**src/rtl/aes_rkey_sched_ctrl.sv**
```systemverilog
// Round-key schedule controller: drives a single-round AES-128 key-expansion unit to fill a
// local round-key file, then serves round-key reads to two cipher cores with round-robin arbitration.
module aes_rkey_sched_ctrl #(
  parameter int NROUNDS    = 10,
  parameter int KX_TIMEOUT = 64
) (
  input  logic         clk,
  input  logic         rst_n,
  input  logic         key_load_i,
  input  logic [127:0] key_i,
  output logic         busy_o,
  output logic         keys_valid_o,
  output logic         kx_err_o,
  output logic         kx_start_o,
  output logic [3:0]   kx_rd_num_o,
  output logic [127:0] kx_key_o,
  input  logic         kx_ready_i,
  input  logic [127:0] kx_key_i,
  input  logic         req_a_i,
  input  logic [3:0]   idx_a_i,
  input  logic         req_b_i,
  input  logic [3:0]   idx_b_i,
  output logic         gnt_a_o,
  output logic         gnt_b_o,
  output logic         rvalid_a_o,
  output logic         rvalid_b_o,
  output logic [127:0] rdata_o,
  output logic         rerr_o,
  output logic [1:0]   dbg_state
);

  // Handshake: kx_start_o is a one-cycle request carrying kx_rd_num_o/kx_key_o, which stay stable
  // until the single-cycle kx_ready_i pulse (or the timeout); a read grant is answered by exactly
  // one rvalid pulse on the following cycle.
  typedef enum logic [1:0] {S_IDLE, S_ISSUE, S_WAIT, S_DONE} state_t;

  localparam int            TW      = $clog2(KX_TIMEOUT + 1);
  localparam logic [TW-1:0] T_LAST  = TW'(KX_TIMEOUT - 1);
  localparam logic [3:0]    LAST_RD = 4'(NROUNDS - 1);
  localparam logic [3:0]    MAX_IDX = 4'(NROUNDS);

  state_t        state, state_nxt;
  logic [3:0]    rd_idx;
  logic [TW-1:0] timer;
  logic [127:0]  kx_key_q;
  logic [127:0]  rk [16];
  logic          ptr_b;
  logic          load_ok, kx_hit;
  logic [3:0]    sel_idx;
  logic          sel_bad;

  assign load_ok     = key_load_i && (state == S_IDLE || state == S_DONE);
  assign kx_hit      = (state == S_WAIT) && kx_ready_i;
  assign kx_start_o  = (state == S_ISSUE);
  assign kx_rd_num_o = rd_idx;
  assign kx_key_o    = kx_key_q;
  assign dbg_state   = state;

  always_comb begin
    state_nxt = state;
    case (state)
      S_IDLE, S_DONE: if (key_load_i) state_nxt = S_ISSUE;
      S_ISSUE:        state_nxt = S_WAIT;
      S_WAIT: begin
        if (kx_ready_i)            state_nxt = (rd_idx == LAST_RD) ? S_DONE : S_ISSUE;
        else if (timer == T_LAST)  state_nxt = S_IDLE;
      end
      default:        state_nxt = S_IDLE;
    endcase
  end

  always_ff @(posedge clk or negedge rst_n) begin
    if (!rst_n) state <= S_IDLE;
    else        state <= state_nxt;
  end

  always_ff @(posedge clk or negedge rst_n) begin
    if (!rst_n) begin
      busy_o       <= 1'b0;
      keys_valid_o <= 1'b0;
      kx_err_o     <= 1'b0;
      rd_idx       <= '0;
      timer        <= '0;
      kx_key_q     <= '0;
    end else begin
      if (load_ok) begin
        busy_o       <= 1'b1;
        keys_valid_o <= 1'b0;
        kx_err_o     <= 1'b0;
        rd_idx       <= '0;
        kx_key_q     <= key_i;
      end
      if (state == S_ISSUE) timer <= '0;
      // A ready arriving on the last timeout cycle still counts as a completed round.
      if (state == S_WAIT) begin
        if (kx_ready_i) begin
          kx_key_q <= kx_key_i;
          if (rd_idx == LAST_RD) begin
            busy_o       <= 1'b0;
            keys_valid_o <= 1'b1;
          end else begin
            rd_idx <= rd_idx + 4'd1;
          end
        end else if (timer == T_LAST) begin
          busy_o   <= 1'b0;
          kx_err_o <= 1'b1;
        end else begin
          timer <= timer + 1'b1;
        end
      end
    end
  end

  // Key file contents are don't-care until written, so it carries no reset.
  always_ff @(posedge clk) begin
    if (load_ok)     rk[0]             <= key_i;
    else if (kx_hit) rk[rd_idx + 4'd1] <= kx_key_i;
  end

  assign gnt_a_o = keys_valid_o && req_a_i && (!req_b_i || !ptr_b);
  assign gnt_b_o = keys_valid_o && req_b_i && (!req_a_i ||  ptr_b);
  assign sel_idx = gnt_a_o ? idx_a_i : idx_b_i;
  assign sel_bad = (sel_idx > MAX_IDX);

  always_ff @(posedge clk or negedge rst_n) begin
    if (!rst_n) begin
      ptr_b      <= 1'b0;
      rvalid_a_o <= 1'b0;
      rvalid_b_o <= 1'b0;
      rerr_o     <= 1'b0;
      rdata_o    <= '0;
    end else begin
      rvalid_a_o <= gnt_a_o;
      rvalid_b_o <= gnt_b_o;
      rerr_o     <= (gnt_a_o || gnt_b_o) && sel_bad;
      if (gnt_a_o || gnt_b_o) rdata_o <= sel_bad ? '0 : rk[sel_idx];
      if (keys_valid_o && req_a_i && req_b_i) ptr_b <= !ptr_b;
    end
  end

endmodule

```
**config.mk**
```make
export PLATFORM = sky130hd
export DESIGN_NAME = aes_rkey_sched_ctrl
export DESIGN_NICKNAME = d
export VERILOG_FILES = /design/src/rtl/aes_rkey_sched_ctrl.sv
export SDC_FILE = /design/constraint.sdc
export NUM_CORES = 2
export LEC_CHECK = 0
export BUFFER_PORTS_ARGS = -buffer_cell sky130_fd_sc_hd__buf_2
export CAP_MARGIN = 20
export CELL_PAD_IN_SITES_DETAIL_PLACEMENT = 1
export CELL_PAD_IN_SITES_GLOBAL_PLACEMENT = 2
export CORE_MARGIN = 2
export CORE_UTILIZATION = 40
export DETAILED_ROUTE_END_ITERATION = 16
export PLACE_DENSITY_LB_ADDON = 0.1
export SETUP_SLACK_MARGIN = 0.1
export SYNTH_ARGS = -nofsm -noshare
export SYNTH_HDL_FRONTEND = slang
export SYNTH_SLANG_ARGS = --single-unit
```
**constraint.sdc**
```tcl
create_clock -name clk -period 14.8 [get_ports clk]
set_clock_uncertainty 0.2 [all_clocks]
set_input_delay 4.44 -clock clk [delete_from_list [all_inputs] [get_ports clk]]
set_output_delay 4.44 -clock clk [all_outputs]
set_load 0.05 [all_outputs]
```
==> flow_summary.toml <==
[run_status]
status = "complete, no violations"

[setup_path]
cp_cell_sequence = "buf_2, and2_4, nor2_8, buf_2"
r2r_slack_ps = 9550
reg2regPathDepth = 8
slowest_stage = "buf_2"
path_delay_family = "buffers and inverters"
max_stage_delay_ps = 320
crit_top_cell = "buf_2"
crit_arrival_ps = 5370
crit_buf_inv = 2
path_class = "input port to output port"
end_kind = "output port"
worstSetupStartpointType = "input port"
critPathRequiredTime_ps = 10160
r2r_start = "keys_valid_o$_DFF_PN0_"
reg2reg_to = "rdata_o[94]$_DFFE_PN0P_"
crit_fanout = 8
path_depth = 4

[placed_design]
dp_cells = 7893
portBuffers = 540
place_hpwl_mm = 126
gp_congestion = 0.776

[power]
p_sw_share_pct = 30.1
powerDensity_nw_per_um2 = 157
vdd.ir_drop.worst_v = 0.000125
p_int_mw = 9.32
p_leak_nw = 31.8
power_frac_comb_pct = 17.3
clockPowerShare_pct = 35.9
seq_power_share_pct = 46.8
net-switching-power_mw = 4.00

[routing]
wl_per_cell_um = 28.6
wl_mm = 237
avgViaCountPerCell = 5.63
drtIter0Drc = 3574
firstDrtPassIters = 5
vias = 46500
ant_nets = 0
drc = 0

[final_layout]
instances_no_fill = 8270
drive_gt1_share_pct = 17.8
nets = 5981
synthToLayoutAreaGrowth_pct = 15.3
final_util_pct = 46.3

[floorplanning]
io_pins = 541
start_util_pct = 40.2
core-area_um2 = 183000
fp.dieH_um = 432
num_rows = 157
dieArea_um2 = 187000
die_x_um = 432

[grt]
grt_max_degree = 132
track_usage_pct = 25.2
grt_pass1_vias = 49300
grt_pass1_wl_mm = 344
grt.overflow.total = 0
antenna_found_initial = 10

[clock_network]
cts_resized = 0
hold_buffers = 0
post_cts_buffers = 0
cts_root_buf = "clkbuf_16"
cts_tree = "done"
cts_buffers = 195
cts.clk_slew.worst_paths_ps = 60
htree_levels = 4
cts_buffer_depth = 3
insertion_delay_ps = 840
cts_sinks = 1812

[sta]
setup_tns_ps = 0
max_slew_margin_pct = 27.4
slew_violations = 0
rsz0062_at_grt = "no"
fmax_mhz = 99.9
setup_viol_count_final = 0
worst_pin_slew_ps = 1090
min_period_over_period_pct = 67.6
timing.hold.ws_ps = 275
period_needed_ps = 10010
final-hold-violation-count = 0

[yosys]
ys_ff_latch = 1812
synth_top_area_share_pct = 62.9
synth_area_leaders = "edfxtp_1 63%, dfrtp_1 9.4%, nand2_1 6.0%"
syn_area_um2 = 73400
synthArstFlopShare_pct = 15.2
ys_seq_area_share_pct = 72.3
synth_edf_count = 1536
synth.distinct_cells = 54
syn_inst = 5249
synth_ff_type = "edfxtp_1"
synth-warning-count = 0
synthesis.nets = 5524
postSynthAreaPerCell_um2 = 14.0
yosysTopAreaCell = "edfxtp_1"

[min_path]
hold_depth = 1
min_to = "kx_err_o$_DFF_PN0_"
hold_path.class = "register to register"
hold_start = "kx_err_o$_DFF_PN0_"

[job]
drv_cap = 0
registers in the layout, indices dropped and copies added, names as in the netlist, 2 cells and up:
| name | flops |
|---|---|
| kx_rd_num_o | 4 |
| rk | 1536 |
| kx_key_o | 128 |
| timer | 7 |
| rdata_o | 128 |
| dbg_state | 2 |
cells in the mapped netlist, types with 5 or more instances:
library cell,count
a211oi_1,30
a211oi_2,100
a21oi_1,122
a21oi_2,10
a221oi_1,127
a311oi_1,127
a31oi_1,129
and2_1,131
and3_1,133
buf_1,9
buf_2,88
buf_4,16
buf_6,20
clkbuf_1,233
dfrtp_1,276
edfxtp_1,1536
ha_1,5
inv_1,5
mux2i_1,384
nand2_1,1167
nand3_1,9
nor2_1,278
nor3_1,5
o21ai_0,142
o32a_1,127
cells by family after synthesis:
family | Yosys count | synth area share [%]
adder cells (fa/ha/maj) | 5 | 0.0853
AND/OR/NAND/NOR | 1741 | 9.95
buffers and inverters | 371 | 2.33
AO/OA/AOI/OAI | 928 | 9.97
multiplexers | 388 | 5.32
flip-flops | 1812 | 72.3
XOR/XNOR | 4 | 0.0478
per-layer routing:
metal	GRT usage (%)	share of wire (%)	vias up
met5	0	0.016	-
met4	5.25	1.6	6
met3	3.50	3.9	261
met2	44.3	51	993
met1	33.0	43	24600
li1	-	-	20700
final cells by class:
cell class | count | area (um^2)
fill | 18400 | 98100
tap | 2385 | 2980
clock inverter | 79 | 634
sequential | 1812 | 53000
clock buffer | 291 | 5600
multi-input combinational | 3066 | 18800
antenna | 6 | 15.0
timing repair buffer | 626 | 3500
inverter | 5 | 18.8
placed cells by master, fill, tap and decap left out, types with 7 or more instances in the layout:
master and n:
a211oi_2 100, nor2_4 13, nand2_1 1164, a21oi_1 122
o21ai_0 140, a211oi_1 30, clkbuf_1 65, a21oi_2 10
edfxtp_1 1536, and2_1 129, o32a_1 127, clkbuf_8 27
buf_4 74, clkinv_1 28, bufinv_16 8, buf_12 11
a31oi_1 129, a221oi_1 127, nor2_1 267, inv_6 7
buf_2 539, nand3_1 9, dfrtp_1 276, clkbuf_16 199
and3_1 133, clkinv_2 31, a311oi_1 127, mux2i_1 384
power by group through the flow:
stage	clock network [mW]	registers, mW	logic [mW]
after floorplan	0	6.98	0.874
after global placement	0	6.32	2.30
after detailed placement	0	6.33	2.34
after CTS	4.87	6.24	2.35
after global routing	5.06	6.27	2.48
final	4.78	6.24	2.30
metrics by stage:
stage | worst slack [ps] | area (um^2) | power [mW]
after floorplan | 239 | 73400 | 7.86
final | 4790 | 84600 | 13.3
after global placement | 4790 | 78300 | 8.62
after detailed placement | 4800 | 78300 | 8.67
after global routing | 4750 | 84600 | 13.8
after CTS | 4790 | 84600 | 13.5
worst max-delay path by stage:
stage	startpoint	to	slack (ps)
floorplan	key_load_i	rk[8][0]$_DFFE_PP_	240
global placement	req_a_i	gnt_a_o	4790
CTS	req_a_i	gnt_a_o	4790
finish	req_b_i	gnt_a_o	4790
global route	req_a_i	gnt_a_o	4750
detailed placement	req_a_i	gnt_a_o	4800
Note: power is estimated with default switching activity, not from simulation.
